[src/rtl/risc_pkg.sv]
// Shared constants and types for the 13-bit RISC core front end.
// HALT_WORD is only meaningful when FETCH_HALT_ON_ZERO_EN is defined.
package risc_pkg;

    localparam int RISC_ADDR_W  = 5;
    localparam int RISC_INSTR_W = 13;
    localparam int RISC_CNT_W   = 8;

    localparam logic [RISC_INSTR_W-1:0] HALT_WORD = '0;

    typedef enum logic {
        FETCH = 1'b0,
        HALT  = 1'b1
    } fetch_state_t;

    function automatic logic is_halt_word(input logic [RISC_INSTR_W-1:0] word);
        return word == HALT_WORD;
    endfunction

endpackage

[src/rtl/risc_fetch_unit_if.sv]
// Fetch-stage bus: imemory address/data, IR handshake to decode, branch redirect, status.
// master = fetch unit, slave = memory/decode/execute side.
interface risc_fetch_unit_if
    import risc_pkg::*;
#(
    parameter int ADDR_W  = RISC_ADDR_W,
    parameter int INSTR_W = RISC_INSTR_W,
    parameter int CNT_W   = RISC_CNT_W
);
    logic [ADDR_W-1:0]  pc;
    logic [INSTR_W-1:0] instruction;
    logic [INSTR_W-1:0] ir;
    logic [ADDR_W-1:0]  ir_pc;
    logic               ir_valid;
    logic               ir_ready;
    logic               branch_en;
    logic [ADDR_W-1:0]  branch_target;
    logic               halted;
    logic [CNT_W-1:0]   instr_count;

    modport master (
        output pc, ir, ir_pc, ir_valid, halted, instr_count,
        input  instruction, ir_ready, branch_en, branch_target
    );

    modport slave (
        input  pc, ir, ir_pc, ir_valid, halted, instr_count,
        output instruction, ir_ready, branch_en, branch_target
    );
endinterface

[src/rtl/risc_sat_counter.sv]
// Up-counter that sticks at all-ones instead of wrapping.
// Latency: count updates the cycle after en; no backpressure.
module risc_sat_counter #(
    parameter int CNT_W = 8
) (
    input  logic             clk,
    input  logic             reset_n,
    input  logic             en,
    output logic [CNT_W-1:0] count
);

    always_ff @(posedge clk or negedge reset_n) begin
        if (!reset_n) begin
            count <= '0;
        end else if (en && (count != {CNT_W{1'b1}})) begin
            count <= count + {{(CNT_W-1){1'b0}}, 1'b1};
        end
    end

endmodule

[src/rtl/risc_fetch_unit.sv]
// Instruction fetch: drives pc to imemory, captures word into ir, hands it to decode.
// Latency: word at pc shows on ir one cycle later; ir holds while valid && !ready.
// FETCH_HALT_ON_ZERO_EN: stop fetching on the all-zero halt word until a branch.
module risc_fetch_unit
    import risc_pkg::*;
#(
    parameter int                ADDR_W   = RISC_ADDR_W,
    parameter int                INSTR_W  = RISC_INSTR_W,
    parameter logic [ADDR_W-1:0] RESET_PC = '0,
    parameter int                CNT_W    = RISC_CNT_W
) (
    input  logic               clk,
    input  logic               reset_n,
    risc_fetch_unit_if.master  bus
);

    logic [ADDR_W-1:0]  pc_q;
    logic [INSTR_W-1:0] ir_q;
    logic [ADDR_W-1:0]  ir_pc_q;
    logic               ir_valid_q;
    fetch_state_t       state_q;
    logic               accept;
    logic               advance;

    assign accept  = ir_valid_q && bus.ir_ready;
    assign advance = (state_q == FETCH) && (!ir_valid_q || bus.ir_ready);

`ifdef FETCH_HALT_ON_ZERO_EN
    logic halted_q;
    assign bus.halted = halted_q;
`else
    assign bus.halted = 1'b0;
`endif

    // Branch outranks everything: a pending ir is dropped and fetch restarts at the target.
    always_ff @(posedge clk or negedge reset_n) begin
        if (!reset_n) begin
            pc_q       <= RESET_PC;
            ir_q       <= '0;
            ir_pc_q    <= '0;
            ir_valid_q <= 1'b0;
            state_q    <= FETCH;
`ifdef FETCH_HALT_ON_ZERO_EN
            halted_q   <= 1'b0;
`endif
        end else if (bus.branch_en) begin
            pc_q       <= bus.branch_target;
            ir_valid_q <= 1'b0;
            state_q    <= FETCH;
`ifdef FETCH_HALT_ON_ZERO_EN
            halted_q   <= 1'b0;
`endif
        end else if (advance) begin
`ifdef FETCH_HALT_ON_ZERO_EN
            if (is_halt_word(bus.instruction)) begin
                ir_valid_q <= 1'b0;
                state_q    <= HALT;
                halted_q   <= 1'b1;
            end else
`endif
            begin
                ir_q       <= bus.instruction;
                ir_pc_q    <= pc_q;
                ir_valid_q <= 1'b1;
                pc_q       <= pc_q + {{(ADDR_W-1){1'b0}}, 1'b1};
            end
        end else if (accept) begin
            ir_valid_q <= 1'b0;
        end
    end

    assign bus.pc       = pc_q;
    assign bus.ir       = ir_q;
    assign bus.ir_pc    = ir_pc_q;
    assign bus.ir_valid = ir_valid_q;

    risc_sat_counter #(
        .CNT_W (CNT_W)
    ) u_instr_cnt (
        .clk     (clk),
        .reset_n (reset_n),
        .en      (accept),
        .count   (bus.instr_count)
    );

endmodule

[src/flat_wrapper.sv]
// flat-port wrapper written by rule: the top's interface ports become plain ports
module risc_fetch_unit_flat import risc_pkg::*;
#(
    parameter int                ADDR_W   = RISC_ADDR_W,
    parameter int                INSTR_W  = RISC_INSTR_W,
    parameter logic [ADDR_W-1:0] RESET_PC = '0,
    parameter int                CNT_W    = RISC_CNT_W
)
  (clk, reset_n, bus_pc, bus_ir, bus_ir_pc, bus_ir_valid, bus_halted, bus_instr_count, bus_instruction, bus_ir_ready, bus_branch_en, bus_branch_target);
  risc_fetch_unit_if #(.ADDR_W(ADDR_W), .INSTR_W(INSTR_W), .CNT_W(CNT_W)) bus_i ();
  input  logic clk;
  input  logic reset_n;
  output wire logic [$bits(bus_i.pc)-1:0] bus_pc;
  output wire logic [$bits(bus_i.ir)-1:0] bus_ir;
  output wire logic [$bits(bus_i.ir_pc)-1:0] bus_ir_pc;
  output wire logic [$bits(bus_i.ir_valid)-1:0] bus_ir_valid;
  output wire logic [$bits(bus_i.halted)-1:0] bus_halted;
  output wire logic [$bits(bus_i.instr_count)-1:0] bus_instr_count;
  input wire logic [$bits(bus_i.instruction)-1:0] bus_instruction;
  input wire logic [$bits(bus_i.ir_ready)-1:0] bus_ir_ready;
  input wire logic [$bits(bus_i.branch_en)-1:0] bus_branch_en;
  input wire logic [$bits(bus_i.branch_target)-1:0] bus_branch_target;
  assign bus_pc = bus_i.pc;
  assign bus_ir = bus_i.ir;
  assign bus_ir_pc = bus_i.ir_pc;
  assign bus_ir_valid = bus_i.ir_valid;
  assign bus_halted = bus_i.halted;
  assign bus_instr_count = bus_i.instr_count;
  assign bus_i.instruction = bus_instruction;
  assign bus_i.ir_ready = bus_ir_ready;
  assign bus_i.branch_en = bus_branch_en;
  assign bus_i.branch_target = bus_branch_target;
  risc_fetch_unit #(.ADDR_W(ADDR_W), .INSTR_W(INSTR_W), .RESET_PC(RESET_PC), .CNT_W(CNT_W)) u_core (.clk(clk), .reset_n(reset_n), .bus(bus_i));
endmodule
[config.mk]
export PLATFORM = sky130hd
export DESIGN_NAME = risc_fetch_unit_flat
export DESIGN_NICKNAME = d
export VERILOG_FILES = /design/src/rtl/risc_pkg.sv /design/src/rtl/risc_fetch_unit_if.sv /design/src/rtl/risc_sat_counter.sv /design/src/rtl/risc_fetch_unit.sv /design/src/flat_wrapper.sv
export SDC_FILE = /design/constraint.sdc
export NUM_CORES = 1
export LEC_CHECK = 0
export BUFFER_PORTS_ARGS = -buffer_cell sky130_fd_sc_hd__buf_2
export CORE_ASPECT_RATIO = 0.75
export CORE_MARGIN = 8
export CORE_UTILIZATION = 50
export DETAILED_ROUTE_END_ITERATION = 8
export PLACE_DENSITY = 0.81
export SETUP_SLACK_MARGIN = 0.2
export SLEW_MARGIN = 40
export SYNTH_ARGS = -nofsm -noshare
export SYNTH_HDL_FRONTEND = slang
export SYNTH_SLANG_ARGS = --single-unit
[constraint.sdc]
create_clock -name clk -period 2.4 [get_ports clk]
set_input_delay 0.6 -clock clk [delete_from_list [all_inputs] [get_ports clk]]
set_output_delay 0.6 -clock clk [all_outputs]
set_load 0.01 [all_outputs]
After elaboration in Yosys (flattened, before gate mapping)
Cells that the tools add are included.
- flip-flop bits (word level): 32
- word-level logic and storage cells: 21
- input port bits: 22
- output and inout bits: 33
- muxes and demuxes: 5
- $add $sub $neg: 2
- equality and inequality tests: 1
- bitwise operators: 1
- reductions and logical operators: 7
- operators with widths (operator ; number):
    2-to-1 mux 5 bit ; 2
    adder 8 x 1 -> 8 bit (second input constant) ; 1
    inequality test 8 bit (second input constant) ; 1
    adder 5 x 1 -> 5 bit (second input constant) ; 1
    2-to-1 mux 1 bit ; 3
    nonzero test 3 bit ; 1
    logical AND 1 bit ; 2
    AND reduction 2 bit ; 1
    nonzero test 2 bit ; 1
    zero test 1 bit ; 1
    logical OR 1 bit ; 1
    inverter 1 bit ; 1

Depth between registers and ports, before layout
Gate-level depths: netlist of run 1.
- word-level depth: 4
- mapped depth: 4
- depth with buffers taken out: 4

Hierarchy
From an unflattened synthesis of run 1, not the netlist that was laid out.
- cell total of the unflattened synthesis: 107
- area total of the unflattened synthesis: 1423.9 um^2
- by module, submodules not included (module ; area an instance (um^2) ; times used ; seq. area each (um^2) ; cells an instance):
    risc_fetch_unit ; 1016.0 ; 1 ; 600.6 ; 73
    risc_sat_counter ; 407.9 ; 1 ; 200.2 ; 34

Least setup slack after synthesis of run 1
Ideal clock, no wire load.
- path type: register -> register
- start: register u_core.u_instr_cnt.count[0]
- end: register u_core.u_instr_cnt.count[1]
- buffers on the path: 0
- data required time: 2275 ps
- setup time: 125 ps
- arrival: 1436 ps
- slack: 839 ps
- period minus slack after synthesis: 1561 ps
- stages on the path, launching flop included: 5
- cell sequence: dfrtp_1 ha_1 nand3_2 o31ai_4 mux2_2
- cells in the longest elaborated chain, start to end: 2
- elaborated cells between the ends (all ways): 3
- classes of those cells: add/sub (1); eq/ne (1); reduce/logical (1)
- ends and longest elaborated chain (element ; RTL line ; text):
    start, declared ; risc_sat_counter.sv:9 ; output logic [CNT_W-1:0] count
    start signal, assigned ; risc_sat_counter.sv:16 ; count <= count + {{(CNT_W-1){1'b0}}, 1'b1};
    branches (longest 2 deep; another with adder 8 x 1 -> 8 bit) ; - ;
Several ways; the timed one is not identified.
A chain may end at the register's enable or synchronous reset.

Worst setup path in the final report of run 1
Same ends and word-level chain as after synthesis.

==> flow_summary.yaml, run 1 <==
drt:
  drc: 0
  wl_per_cell_um: 15.2
  avgViaCountPerCell: 5.31
  drt_wl_total_um: 3110
  vias: 1089
  antenna_left: 0
  dr.pass1.iters: 4
  drt_iter0_markers: 52
cells_and_area:
  final_core_util: 0.675
  syn2layout_area_growth_pct: 25.9
  final_common_cell: "buf_2"
  mostFrequentLayoutCells: "buf_2, dfrtp_1, mux2_2"
  final_area_mm2: 0.00180
  layout.nets: 193
  n_antenna_cell: 0
  instances_no_fill: 205
  final_layout_size_suffix_gt1_frac: 0.509
cts:
  clk_latency_ns: 0.28
  tritoncts: "done"
  htree_levels: 2
  post_cts_buffers: 0
  clk_pin_slew_ns: 0.06
  cts_made_buffers: 5
  cts.path.max_buffers: 2
  cts_resized: 0
  cts.sinks: 32
  postCtsHoldBufs: 0
  cts-root-buf: "clkbuf_8"
die:
  io_pins: 55
  rows: 16
  initial_core_util: 0.536
  die_w_um: 77.7
  coreArea_mm2: 0.00266
  die_h_um: 62.3
  die_area_mm2: 0.00484
hold_path:
  hold_path_class: "primary input to async pin"
worst_setup_path:
  reg2reg_depth: 4
  cp-end-kind: "register"
  cp-start-kind: "register"
  rrSetupSlack_ns: 0.77
  path_class: "register to register"
  required_ns: 2.56
  crit_fanout: 6
  worstPathArrival_ns: 1.79
  critPathLaunch: "u_core.u_instr_cnt.count[0]"
  reg2reg_to: "u_core.u_instr_cnt.count[1]"
  r2r_start: "u_core.u_instr_cnt.count[0]"
synthesis:
  synth_area_leaders: "dfrtp_1, mux2_2, nand2_1"
  synthXorXnorAreaFrac: 0.0123
  yosys.area_share.simple: 0.124
  synth_top_family_by_area: "multiplexers"
  postSynthCellCount: 111
  synth_fa_ha_area_frac: 0.0175
  avgSynthCellArea_um2: 12.9
  synth_area_mm2: 0.00143
  synth_seq_cells: 32
  synth.top_cell.area_share: 0.561
  synth_compound_area_frac: 0.0692
  synth.area.mux_share: 0.195
  seq_area_frac_synth: 0.561
  ys_types: 30
  syn_nets: 135
  yosys.area.top_type: "dfrtp_1"
  ys_warn_count: 0
timing:
  fin_skew_ns: 0.00681
  max_slew.worst_pin.slew_ns: 0.672
  maxSlewViolCount: 0
  finalWorstSetupSlack_ns: 0.768
  setup_viol: 0
  fin_crit_sh: 0.680
  fmax_ghz: 0.613
  grt_setup_unrepaired: "false"
  fin_crit_ns: 1.63
  hold_violations: 0
  finalSetupTns_ns: 0
  slew_headroom: 0.552
global_route:
  grt_max_degree: 33
  grt_use_total: 0.132
  grt_pass1_vias: 1130
  grt_overflow: 0
  grt_pass1_wl_um: 5160
  antenna_found_initial: 0
place:
  dp_hpwl_um: 2400
  port_buffers: 53
  place.gp.congestion: 0.910
  placed_area_mm2: 0.00172
  placedCellCount: 198
  preCtsSetupSlack_ns: 0.643
run_status:
  status: "finished clean"
power_and_ir_drop:
  ir_worst_vdd_uv: 512
  power_density_mw_per_mm2: 855
  leakage_uw: 0.000846
run:
  maxCapViolCount: 0
==> critical path, stage by stage (launching register included) <==
cell     delay (ns)
dfrtp_1        0.43
ha_1           0.25
nand3_2        0.17
o31ai_4        0.31
mux2_2         0.36
==> layout make-up <==
class,instances,area (µm²)
repair buffers,53,265
inverters,2,7.51
well taps,36,45.0
clock buffers,6,72.6
multi-input cells,75,601
clock inverters,1,5.00
flip-flops and latches,32,801
fillers,213,866
==> cells in the mapped netlist (all sizes together) <==
master  count
a211oi      1
a21oi       2
a31oi       3
a41oi       1
and2        1
and3        1
and4        1
buf         2
conb        1
dfrtp      32
ha          2
inv         2
mux2       23
mux2i       2
nand2       8
nand2b      2
nand3       5
nand4       2
nor2        5
nor2b       1
nor3        2
o21ai       5
o31ai       2
or3         2
or4         1
xnor2       2
==> power breakdown <==
part | total, µW | internal [µW] | switching [µW] | leakage, µW
clock network | 368 | 196 | 172 | 0.0000410
logic | 401 | 199 | 201 | 0.000424
registers | 767 | 647 | 120 | 0.000381
total | 1540 | 1040 | 493 | 0.000846
==> per-stage QoR <==
stage	hold slack, ns	total power (µW)
2_1_floorplan	0.304	990
3_3_place_gp	0.484	1160
3_5_place_dp	0.491	1180
4_1_cts	0.382	1560
5_1_grt	0.418	1630
6_report	0.363	1540
==> worst max-delay path by stage <==
stage / endpoint / slack [ns] / cells past startpoint
floorplan: u_core.u_instr_cnt.count[1] / 0.84 / 4
global placement: u_core.bus.ir[12] / 0.69 / 4
detailed placement: u_core.bus.ir[11] / 0.64 / 4
CTS: u_core.u_instr_cnt.count[1] / 0.77 / 4
global route: u_core.u_instr_cnt.count[1] / 0.69 / 4
finish: u_core.u_instr_cnt.count[1] / 0.77 / 4
==> layer usage <==
layer	GRT usage	vias up	wire length [µm]
met5	0	-	0
met4	0.0563	0	45
met3	0.0546	7	221
met2	0.213	40	1550
met1	0.150	524	1290
li1	-	518	-
==> state kept, by name, summed over array words and instances (netlist names) <==
register	count
u_core.bus.ir	13
u_core.bus.ir_pc	5
u_core.bus.ir_valid	1
u_core.bus.pc	5
u_core.u_instr_cnt.count	8
==> kinds of logic (layout without fill, tap and decap cells) <==
| group | count (synthesis) | count (layout) |
|---|---|---|
| buf+inv | 4 | 62 |
| xor+xnor | 2 | 2 |
| compound gates | 14 | 14 |
| flops | 32 | 32 |
| simple gates | 31 | 31 |
| fa+ha+maj | 2 | 2 |
| mux | 25 | 25 |
| other cells | 1 | 1 |
Power figures use the tool's default switching activity.
==> inputs of run 2 (changes only) <==
CORE_UTILIZATION = 43   (was 50)
PLACE_DENSITY = 0.75   (was 0.81)
clock period = 1.5 ns   (was 2.4 ns; I/O delays follow)
==> run 2 against run 1 <==
  * Combinational power increased to 2.6 times the previous value
  * Wire length up 19%
  * Cell area is 19% higher
  * Critical path depth unchanged
  * Global-route usage is 0.40 points higher
  * Sequential share of layout area fell by 6.6 points
  * Worst hold slack worse by 0.26 ns
  * Total power up 110%
  * Flip-flop and latch count unchanged
  * Non-clock buffer count increased by 19
==> flow_summary.yaml, run 2 (synthesis gave the netlist of run 1 again) <==
drt:
  vias: 1194
  drc: 0
  drt_iter0_markers: 17
  dr.pass1.iters: 4
  wl_per_cell_um: 16.1
  drt_wl_total_um: 3700
  antenna_left: 0
  avgViaCountPerCell: 5.21
worst_setup_path:
  reg2reg_to: "u_core.u_instr_cnt.count[1]"
  reg2reg_depth: 4
  crit_path_max_incr_delay_ns: 0.41
  cp_slowest_cell: "dfrtp_2"
  required_ns: 1.66
  worstPathArrival_ns: 1.52
  rrSetupSlack_ns: 0.15
  worstPathCellList: "ha_4, nand3_4, o31ai_4, mux2_4"
  r2r_start: "u_core.u_instr_cnt.count[0]"
  crit_fanout: 5
  path_class: "register to register"
  cp-start-kind: "register"
  cp-end-kind: "register"
place:
  dp_hpwl_um: 2520
  placedCellCount: 205
  place.gp.congestion: 0.815
  port_buffers: 53
timing:
  grt_setup_unrepaired: "true"
  maxSlewViolCount: 0
  fin_crit_ns: 1.35
  slew_headroom: 0.585
  finalSetupTns_ns: 0
  fmax_ghz: 0.739
  fin_crit_sh: 0.902
  max_slew.worst_pin.slew_ns: 0.623
  whs_ns: 0.105
  fin_skew_ns: 0.00399
  setup_viol: 0
  hold_violations: 0
cts:
  cts_made_buffers: 5
  cts-root-buf: "clkbuf_8"
  tritoncts: "done"
  clk_pin_slew_ns: 0.06
  clk_latency_ns: 0.28
  cts.path.max_buffers: 2
  postCtsHoldBufs: 0
  cts.sinks: 32
  htree_levels: 2
die:
  die_area_mm2: 0.00544
  coreArea_mm2: 0.00324
  initial_core_util: 0.440
  io_pins: 55
  rows: 18
  die_h_um: 65.9
  die_w_um: 82.5
cells_and_area:
  largest_reg_flops: 13
  final_layout_size_suffix_gt1_frac: 0.640
  n_antenna_cell: 0
  instances_no_fill: 229
  layout.nets: 212
  final_common_cell: "buf_2"
  syn2layout_area_growth_pct: 50.0
  mostFrequentLayoutCells: "buf_2, dfrtp_1, mux2_2, buf_4, mux2_4"
  fillers: 258
  final_core_util: 0.660
run:
  maxCapViolCount: 0
global_route:
  grt_pass1_vias: 1228
  antenna_found_initial: 0
  grt_overflow: 0
  grt_pass1_wl_um: 5750
  grt_use_total: 0.136
  grt_max_degree: 30
power_and_ir_drop:
  ir_worst_vdd_uv: 869
  leakage_uw: 0.00101
  totalPowerFinal_uw: 3190
  power_density_mw_per_mm2: 1490
hold_path:
  hold_path_class: "primary input to async pin"
run_status:
  status: "finished clean"
==> run 2: layout make-up <==
cell class / count / area [µm²] / area share
inverters: 2 / 7.51 / 0.00351
flip-flops and latches: 32 / 812 / 0.379
clock inverters: 1 / 30.0 / 0.0140
multi-input cells: 75 / 673 / 0.314
clock buffers: 7 / 96.3 / 0.0450
well taps: 40 / 50.0 / 0.0234
repair buffers: 72 / 472 / 0.220
==> run 2: repair_timing <==
item / 4_1_cts / 5_1_grt
gates resized for setup: 8 / 18
endpoints found under the setup margin: 26 / 34
pin swaps: 2 / 4
buffers inserted: 8 / 6
gates cloned: 1 / 1
==> run 2: worst max-delay path by stage <==
| stage | cells after the start | from | slack (ns) | end |
|---|---|---|---|---|
| finish | 4 | u_core.u_instr_cnt.count[0] | 0.15 | u_core.u_instr_cnt.count[1] |
| CTS | 4 | u_core.u_instr_cnt.count[1] | 0.12 | u_core.u_instr_cnt.count[1] |
| global placement | 4 | u_core.u_instr_cnt.count[0] | 0.13 | u_core.u_instr_cnt.count[1] |
| detailed placement | 4 | u_core.u_instr_cnt.count[0] | 0.08 | u_core.u_instr_cnt.count[1] |
| global route | 4 | u_core.u_instr_cnt.count[0] | 0.11 | u_core.u_instr_cnt.count[1] |
| floorplan | 4 | u_core.bus.ir_valid | 0.10 | u_core.bus.ir[10] |
==> run 2: where the power goes <==
part / switching [µW] / internal (µW) / total, µW
logic: 445 / 604 / 1050
clock network: 304 / 586 / 890
registers: 200 / 1050 / 1250
==> run 2: layer usage <==
layer	wire, µm	global-route usage	share of wire
met3	335	0.0625	0.091
met1	1520	0.161	0.41
met4	0	0.0322	0
met5	0	0	0
met2	1840	0.220	0.50
==> run 2: stage by stage <==
stage               area [µm²]  setup slack, ns
floorplan                 1460            0.101
global placement          1790            0.126
detailed placement        1790           0.0760
CTS                       2030            0.121
global route              2140            0.115
finish                    2140            0.147
==> run 2: critical path: cells and delay by family (launching register included) <==
kind / cells / cell delay [ns]
flip-flops: 1 / 0.41
AND/OR/NAND/NOR: 1 / 0.11
AO/OA/AOI/OAI: 1 / 0.21
adder cells (fa/ha/maj): 1 / 0.17
multiplexers: 1 / 0.33
